### src/rtl/uart_pkg.sv
// Shared UART definitions: transmit FSM state encoding, data width and the bit-period helper
// that both the transmit and receive paths use.
package uart_pkg;

  localparam int UART_DATA_BITS = 8;

  typedef enum logic [2:0] {
    IDLE,
    START,
    DATA,
    PARITY,
    STOP
  } uart_tx_state_t;

  function automatic int calc_bit_cycles(input longint clk_hz, input longint baud);
    return int'(clk_hz / baud);
  endfunction

endpackage

### src/rtl/uart_tx_core_if.sv
// Byte-level valid/ready handshake into the UART transmitter.
interface uart_tx_core_if;
  logic [7:0] data_in;
  logic       valid;
  logic       ready;

  modport master (output data_in, output valid, input ready);
  modport slave  (input data_in, input valid, output ready);
endinterface

### src/rtl/uart_baud_gen.sv
// Loadable bit-period down-counter; o_bit_done pulses for one cycle at the end of every bit
// while i_run is high, and i_load re-phases the count to a new frame.
module uart_baud_gen #(
  parameter int BIT_CYCLES = 625
) (
  input  logic clk,
  input  logic rst_n,
  input  logic i_load,
  input  logic i_run,
  output logic o_bit_done
);

  localparam int CNT_W = (BIT_CYCLES > 1) ? $clog2(BIT_CYCLES) : 1;
  localparam logic [CNT_W-1:0] RELOAD = CNT_W'(BIT_CYCLES - 1);

  logic [CNT_W-1:0] r_cnt;

  always_ff @(posedge clk or negedge rst_n) begin
    if (!rst_n) begin
      r_cnt <= '0;
    end else if (i_load) begin
      r_cnt <= RELOAD;
    end else if (r_cnt != '0) begin
      r_cnt <= r_cnt - 1'b1;
    end else if (i_run) begin
      r_cnt <= RELOAD;
    end
  end

  assign o_bit_done = i_run && (r_cnt == '0);

endmodule

### src/rtl/uart_tx_core.sv
// 8-bit LSB-first UART transmitter with valid/ready byte input and registered tx/busy.
// Optional parity bit is compiled in with the UART_TX_PARITY_EN macro.
module uart_tx_core
  import uart_pkg::*;
#(
  parameter int CLK_FREQ_HZ = 72_000_000,
  parameter int BAUD_RATE   = 115_200,
  parameter int STOP_BITS   = 1,
  parameter int PARITY_ODD  = 0
) (
  input  logic            clk,
  input  logic            rst_n,
  uart_tx_core_if.slave   s_if,
  output logic            tx,
  output logic            busy
);

  localparam int BIT_CYCLES = calc_bit_cycles(CLK_FREQ_HZ, BAUD_RATE);

  if (BIT_CYCLES < 2) begin : g_bad_baud
    $error("uart_tx_core: CLK_FREQ_HZ/BAUD_RATE must be at least 2");
  end
  if (STOP_BITS != 1 && STOP_BITS != 2) begin : g_bad_stop
    $error("uart_tx_core: STOP_BITS must be 1 or 2");
  end
  if (PARITY_ODD != 0 && PARITY_ODD != 1) begin : g_bad_par
    $error("uart_tx_core: PARITY_ODD must be 0 or 1");
  end

  uart_tx_state_t r_state;
  logic [UART_DATA_BITS-1:0] r_shift;
  logic [2:0] r_bit_idx;
  logic       r_stop_idx;
  logic       r_tx;
  logic       r_busy;
  logic       r_alive;
  logic       w_bit_done;
  logic       w_stop_last;
  logic       w_hs;
  logic       w_tx_next;
`ifdef UART_TX_PARITY_EN
  logic       r_par;
`endif

  uart_baud_gen #(.BIT_CYCLES(BIT_CYCLES)) u_baud (
    .clk        (clk),
    .rst_n      (rst_n),
    .i_load     (w_hs),
    .i_run      (r_state != IDLE),
    .o_bit_done (w_bit_done)
  );

  assign w_stop_last = (r_stop_idx == 1'(STOP_BITS - 1));
  // r_alive keeps ready low until the first edge after reset release
  assign s_if.ready  = r_alive && ((r_state == IDLE) ||
                                   (r_state == STOP && w_bit_done && w_stop_last));
  assign w_hs        = s_if.valid && s_if.ready;

  always_comb begin
    w_tx_next = 1'b1;
    case (r_state)
      START:   w_tx_next = 1'b0;
      DATA:    w_tx_next = r_shift[0];
`ifdef UART_TX_PARITY_EN
      PARITY:  w_tx_next = r_par;
`endif
      default: w_tx_next = 1'b1;
    endcase
  end

  always_ff @(posedge clk or negedge rst_n) begin
    if (!rst_n) begin
      r_state    <= IDLE;
      r_shift    <= '0;
      r_bit_idx  <= '0;
      r_stop_idx <= 1'b0;
      r_tx       <= 1'b1;
      r_busy     <= 1'b0;
      r_alive    <= 1'b0;
`ifdef UART_TX_PARITY_EN
      r_par      <= 1'b0;
`endif
    end else begin
      r_alive <= 1'b1;
      r_tx    <= w_tx_next;
      r_busy  <= (r_state != IDLE);
      if (w_hs) begin
        r_state    <= START;
        r_shift    <= s_if.data_in;
        r_bit_idx  <= '0;
        r_stop_idx <= 1'b0;
`ifdef UART_TX_PARITY_EN
        r_par      <= (^s_if.data_in) ^ PARITY_ODD[0];
`endif
      end else if (w_bit_done) begin
        case (r_state)
          START: r_state <= DATA;
          DATA: begin
            r_shift <= r_shift >> 1;
            if (r_bit_idx == 3'(UART_DATA_BITS - 1)) begin
`ifdef UART_TX_PARITY_EN
              r_state <= PARITY;
`else
              r_state <= STOP;
`endif
            end else begin
              r_bit_idx <= r_bit_idx + 3'd1;
            end
          end
          PARITY: r_state <= STOP;
          STOP: begin
            if (w_stop_last) r_state <= IDLE;
            else             r_stop_idx <= 1'b1;
          end
          default: r_state <= IDLE;
        endcase
      end
    end
  end

  assign tx   = r_tx;
  assign busy = r_busy;

endmodule

### src/flat_wrapper.sv
// flat-port wrapper written by rule: the top's interface ports become plain ports
module uart_tx_core_flat import uart_pkg::*;
#(
  parameter int CLK_FREQ_HZ = 72_000_000,
  parameter int BAUD_RATE   = 115_200,
  parameter int STOP_BITS   = 1,
  parameter int PARITY_ODD  = 0
)
  (clk, rst_n, tx, busy, s_if_data_in, s_if_valid, s_if_ready);
  uart_tx_core_if s_if_i ();
  input  logic clk;
  input  logic rst_n;
  output logic tx;
  output logic busy;
  input wire logic [$bits(s_if_i.data_in)-1:0] s_if_data_in;
  input wire logic [$bits(s_if_i.valid)-1:0] s_if_valid;
  output wire logic [$bits(s_if_i.ready)-1:0] s_if_ready;
  assign s_if_i.data_in = s_if_data_in;
  assign s_if_i.valid = s_if_valid;
  assign s_if_ready = s_if_i.ready;
  uart_tx_core #(.CLK_FREQ_HZ(CLK_FREQ_HZ), .BAUD_RATE(BAUD_RATE), .STOP_BITS(STOP_BITS), .PARITY_ODD(PARITY_ODD)) u_core (.clk(clk), .rst_n(rst_n), .s_if(s_if_i), .tx(tx), .busy(busy));
endmodule
### config.mk
export PLATFORM = sky130hd
export DESIGN_NAME = uart_tx_core_flat
export DESIGN_NICKNAME = d
export VERILOG_FILES = /design/src/rtl/uart_pkg.sv /design/src/rtl/uart_tx_core_if.sv /design/src/rtl/uart_baud_gen.sv /design/src/rtl/uart_tx_core.sv /design/src/flat_wrapper.sv
export SDC_FILE = /design/constraint.sdc
export NUM_CORES = 1
export LEC_CHECK = 0
export BUFFER_PORTS_ARGS = -buffer_cell sky130_fd_sc_hd__buf_2
export CELL_PAD_IN_SITES_DETAIL_PLACEMENT = 2
export CELL_PAD_IN_SITES_GLOBAL_PLACEMENT = 2
export CORE_MARGIN = 2
export CORE_UTILIZATION = 40
export DETAILED_ROUTE_END_ITERATION = 8
export GPL_TIMING_DRIVEN = 0
export PLACE_DENSITY = 0.89
export SLEW_MARGIN = 20
export SYNTH_ARGS = -nofsm -noshare
export SYNTH_HDL_FRONTEND = slang
export SYNTH_SLANG_ARGS = --single-unit
### constraint.sdc
create_clock -name clk -period 4.1 [get_ports clk]
set_clock_uncertainty 0.2 [all_clocks]
set_input_delay 0.205 -clock clk [delete_from_list [all_inputs] [get_ports clk]]
set_output_delay 0.205 -clock clk [all_outputs]
set_load 0.02 [all_outputs]
# Word-level counts from Yosys, hierarchy flattened
# Index checks and enable logic that the tools add are counted.
# totals
out_inout_bits	3
mem_bits_ro	0
elab_cells	57
input_bits	11
latchBits	0
ram_bits	0
mem_count	0
ff_bits	28
# classes
shifts	0
n_eq_ne	8
mul	0
n_lt_le_gt_ge	0
add_sub_neg	2
n_reduce_logical	18
bitwise_logic	1
div	0
muxes	20
# op_table
operator	n
$mux 10	3
$mux 3	8
$mux 8	3
$pmux 3 s4	1
$logic_not 10->1	1
$reduce_bool 10->1	1
$sub 10x1->10 const B	1
$eq 3x2->1 const B	2
$eq 3x3->1 const B	2
$reduce_and 3->1	2
$reduce_bool 2->1	3
$reduce_bool 3->1	2
$logic_and 1x1->1	5
$mux 1	4
$reduce_and 2->1	2
$add 3x1->3 const B	1
$eq 3x1->1 const B	1
$logic_not 3->1	1
$ne 3x2->1 const B	1
$ne 3x3->1 const B	1
$ne 2x2->1 const B	1
$pmux 1 s2	1
$logic_or 1x1->1	1
$not 1->1	1

# Depth between registers and ports, before layout
# logic_depth
word_depth	9
ltp_mapped	9

# By module
# A second synthesis with hierarchy kept.
# hier_totals
cells_unflattened	123
hier_area_um2	1433.9
# modules_own_cells
module	n_inst	seq_area_each_um2	area_per_inst_um2	cells_per_inst
uart_tx_core	1	426.7	852.1	65
uart_baud_gen	1	250.2	581.8	58

# Worst setup path before layout
# Ideal clock, no wire load.
# synth_path
path_type	register to register
startpoint	register u_core.u_baud.r_cnt[0]
endpoint	register u_core.r_shift[3]
stages_incl_launch_ff	9
synth_period_minus_slack_ps	2758
path_slack_ps	1342
n_path_buf	2
t_required_ps	3775
t_arrival_ps	2433
path_cell_list	dfrtp_1 -> inv_1 -> ha_1 -> or3b_2 -> buf_2 -> or4_4 -> buf_6 -> mux2_4 -> mux2_2
# synth_via
elab_chain_len	9
# synth_rtl
element	line	source
start: declaration	uart_baud_gen.sv:16	logic [CNT_W-1:0] r_cnt;
start signal: assignment	uart_baud_gen.sv:24	r_cnt <= r_cnt - 1'b1;
$logic_not 10->1 *	uart_baud_gen.sv:30	assign o_bit_done = i_run && (r_cnt == '0);
$logic_and 1x1->1 *	uart_baud_gen.sv:30	
$logic_and 1x1->1 (2 in a row)	uart_tx_core.sv:56	(r_state == STOP && w_bit_done && w_stop_last));
$logic_or 1x1->1	uart_tx_core.sv:55	assign s_if.ready = r_alive && ((r_state == IDLE) ||
$logic_and 1x1->1	uart_tx_core.sv:55	
$logic_and 1x1->1	uart_tx_core.sv:57	assign w_hs = s_if.valid && s_if.ready;
$reduce_bool 2->1 (no line)	n/a	
$reduce_and 2->1 (no line)	n/a	
end signal: assignment	uart_tx_core.sv:89	r_shift <= s_if.data_in;
end signal: assignment	uart_tx_core.sv:99	r_shift <= r_shift >> 1;
end: declaration	uart_tx_core.sv:31	logic [UART_DATA_BITS-1:0] r_shift;
# Every way passes the cells marked *; elsewhere a longest branch is shown, timed or not.
# A chain may end at the register's enable or synchronous reset.

# Final worst setup path
# layout_path
startpoint	register u_core.u_baud.r_cnt[0]
endpoint	output s_if_ready
# layout_via
elab_chain_len	6
# layout_rtl
element	line	source
$logic_not 10->1	uart_baud_gen.sv:30	
$logic_and 1x1->1	uart_baud_gen.sv:30	
$logic_and 1x1->1 (2 in a row)	uart_tx_core.sv:56	
$logic_or 1x1->1	uart_tx_core.sv:55	
$logic_and 1x1->1	uart_tx_core.sv:55	
end: declaration	flat_wrapper.sv:17	output wire logic [$bits(s_if_i.ready)-1:0] s_if_ready;
# No other way between the ends.

==> summary.md <==
| Metric | Value |
|---|---|
| Clock Path Buffers | 2 |
| Clk pwr share | 0.300 |
| Max-cap violations | 0 |
| Largest area contributor in the netlist | dfrtp_1 |
| Sequential fraction of design power | 0.658 |
| Commonest cells in the netlist | 26 x dfrtp_1, 10 x nor2_1, 9 x o21ai_0 |
| Compound-Gate Fraction of Synth Area | 0.137 |
| Die width | 62.8 microns |
| Comb pwr share | 0.041 |
| DP Wirelength | 2420 microns |
| Reg2Reg Launch Point | u_core.u_baud.r_cnt[0]$_DFFE_PN0P_ |
| Fillers | 365 |
| Largest family of logic cells by synthesized area | simple AND/OR/NAND/NOR gates |
| Synth Instances | 125 |
| RSZ-0062 raised after global routing | no |
| CTS tree | built |
| Largest net degree at the start of global routing | 28 |
| Register-to-Register Path Depth | 9 |
| NumNets Final | 166 |
| Antenna-violating nets left | 0 |
| Most frequent cell after synthesis | dfrtp_1 |
| P_sw | 91.5 uW |
| H-tree depth | 1 |
| Core area | 0.00334 sq mm |
| Gr usage total | 0.217 |
| Post-Syn Area | 0.00138 sq mm |
| Setup repair bufs after CTS | 0 |
| DIE AREA | 0.00395 sq mm |
| Clock root buffer | clkbuf_4 |
| Flops & latches, synth | 27 |
| Die height | 62.8 microns |
| Number of synthesized flops with an enable pin | 0 |
| Post-synth ARST share | 1.00 |
| Share of post-route cells with drive strength above 1 | 0.258 |
| Final std cells w/o fill | 197 |
| Tcrit/Tclk final | 0.788 |
| CP Class | reg -> out |
| Cells resized by post-CTS repair | 0 |
| Initial antenna violation count | 0 |
| Yosys cell types | 35 |
| Leak | 0.000732 uW |
| DR vias | 1089 |
| Vias per std cell | 5.53 |
| Final Wtd Congestion | 0.727 |
| Critical path arrival | 2.83 ns |
| CP Data Required Time | 3.69 ns |
| Reg-to-reg endpoint | u_core.r_shift[7]$_DFFE_PN0P_ |
| Top cells by area, synth | dfrtp_1 47%, mux2_2 5.7%, mux2_4 4.3% |
| # port buffers | 13 |
| Worst-margin pin slew | 1.02 ns |
| P&R area growth vs syn | 17.3% |
| Slew headroom | 0.316 |
| Final Hold Viols | 0 |
| CP endpoint kind | primary output |
| Inst Count DP | 184 |
| Synth top area share | 0.470 |
| Worst setup SP type | flip-flop |
| Total congestion overflow | 0 |
| First-pass GRT wire length | 6530 microns |
| R2R Setup Slk | 0.87 ns |
| P per Cell Area | 250 mW/mm^2 |
| Synth Area in Adders | 0.0271 |
| Yosys warnings | 0 |
| Syn avg cell area | 11.1 sq um |
| Mux contribution to synthesized area | 0.122 |
| Clock transition at the registers of the reported paths | 0.15 ns |
| Sink Count | 27 |
| Synth Area in Simple Gates | 0.158 |
| Post-route DRC | 0 |
| HP Class | in -> async |
| Status | finished clean |
| # IOs | 14 |
| Number of diodes | 0 |
| Total CTS buffers | 3 |
| CP max FO | 9 |
| Fmax | 0.310 GHz |
| Tmin final | 3.23 ns |
| Insertion delay to the later sink of the worst-skew pair | 0.34 ns |
| Initial drt markers | 60 |
| Syn nets | 139 |
| Hold_buf cts | 9 |
| Setup TNS | 0 ns |
| DR pass1 iterations | 4 |
| Xor/xnor share of the synthesized area | 0.0253 |
| Seq/Total Area, Yosys | 0.489 |
| Wire per inst | 18.7 microns |
| Hold_ws | 0.187 ns |
| Int Power | 314 uW |
| Std cell rows | 21 |
| Routed wire length | 3680 microns |
| Slew Limit Fails | 0 |
| Peak supply drop | 0.107 mV |
| Initial Utilization | 0.415 |
| Synth Flop Type | dfrtp_1 |
| Vias in the first global route | 1291 |
| Setup violators final | 0 |
| Switching Fraction | 0.226 |
-- routing by layer --
layer / track usage / vias up / routed length, microns / part of all wire
met5: 0 / - / 0 / 0
met4: 0.0972 / 0 / 88 / 0.024
met3: 0.0414 / 9 / 107 / 0.029
met2: 0.397 / 21 / 1980 / 0.54
met1: 0.245 / 554 / 1500 / 0.41
li1: - / 505 / - / -
-- area by class of cell --
cell class                      count  area, sq um  share of cell area
Multi-Input combinational cell     87          653               0.402
Clock buffer                        4         26.3              0.0162
Inverter                            5         18.8              0.0116
Sequential cell                    27          677               0.417
Timing Repair Buffer               22          155              0.0956
Tap cell                           46         57.6              0.0355
Buffer                              6         35.0              0.0216
-- worst max path at each step --
stage / slack, ns / startpoint / cells past startpoint / endpoint
after floorplan: 1.34 / u_core.u_baud.r_cnt[0]$_DFFE_PN0P_ / 8 / u_core.r_shift[3]$_DFFE_PN0P_
after global placement: 1.10 / u_core.u_baud.r_cnt[0]$_DFFE_PN0P_ / 9 / u_core.r_shift[7]$_DFFE_PN0P_
after detailed placement: 0.92 / u_core.u_baud.r_cnt[0]$_DFFE_PN0P_ / 9 / u_core.r_shift[7]$_DFFE_PN0P_
after CTS: 0.91 / u_core.u_baud.r_cnt[0]$_DFFE_PN0P_ / 7 / s_if_ready
after global routing: 0.67 / u_core.u_baud.r_cnt[0]$_DFFE_PN0P_ / 9 / u_core.r_shift[7]$_DFFE_PN0P_
final: 0.87 / u_core.u_baud.r_cnt[0]$_DFFE_PN0P_ / 7 / s_if_ready
-- metrics by stage --
stage / util / setup slack, ns / area (sq um) / power, uW
6_report: 0.486 / 0.869 / 1620 / 406
5_1_grt: 0.486 / 0.668 / 1620 / 423
4_1_cts: 0.486 / 0.910 / 1620 / 407
3_5_place_dp: 0.451 / 0.921 / 1510 / 283
3_3_place_gp: 0.451 / 1.10 / 1510 / 282
2_1_floorplan: - / 1.34 / 1380 / 272
-- layout by cell type, fill, tap and decap left out, types with 4 or more instances in the layout --
cell type and instances:
mux2_2 7, dlygate4sd3_1 9, o21ai_0 9, mux2_4 4, xnor2_1 4, buf_2 17, a21oi_1 6, inv_1 5
nor2_1 10, dfrtp_1 26
-- power by group through the flow --
stage	clock network, uW	registers (uW)	logic, uW
floorplan	0	272	0.356
global placement	0	272	9.81
detailed placement	0	272	10.5
CTS	123	267	17.0
global route	136	267	19.4
finish	122	267	16.8
-- critical path, stage by stage (launching register included) --
cell and delay [ns]:
dfrtp_1 0.42, inv_1 0.10, ha_1 0.23, or3b_2 0.45, buf_2 0.20, o41ai_2 0.66
and3_1 0.26, buf_2 0.17
-- kinds of logic (layout without fill, tap and decap cells) --
| group | after synthesis | count (layout) |
|---|---|---|
| AND/OR/NAND/NOR | 37 | 37 |
| AO/OA/AOI/OAI | 28 | 28 |
| flip-flops | 27 | 27 |
| multiplexers | 14 | 14 |
| buffers and inverters | 11 | 37 |
| XOR/XNOR | 4 | 4 |
| adder cells (fa/ha/maj) | 3 | 3 |
| other | 1 | 1 |
-- registers in the layout, summed over array words and instances, names as in the netlist --
name	flops
u_core.r_bit_idx	3
u_core.r_shift	8
u_core.busy	1
u_core.r_state	3
u_core.r_alive	1
u_core.tx	1
u_core.u_baud.r_cnt	10
Power figures use the tool's default switching activity.
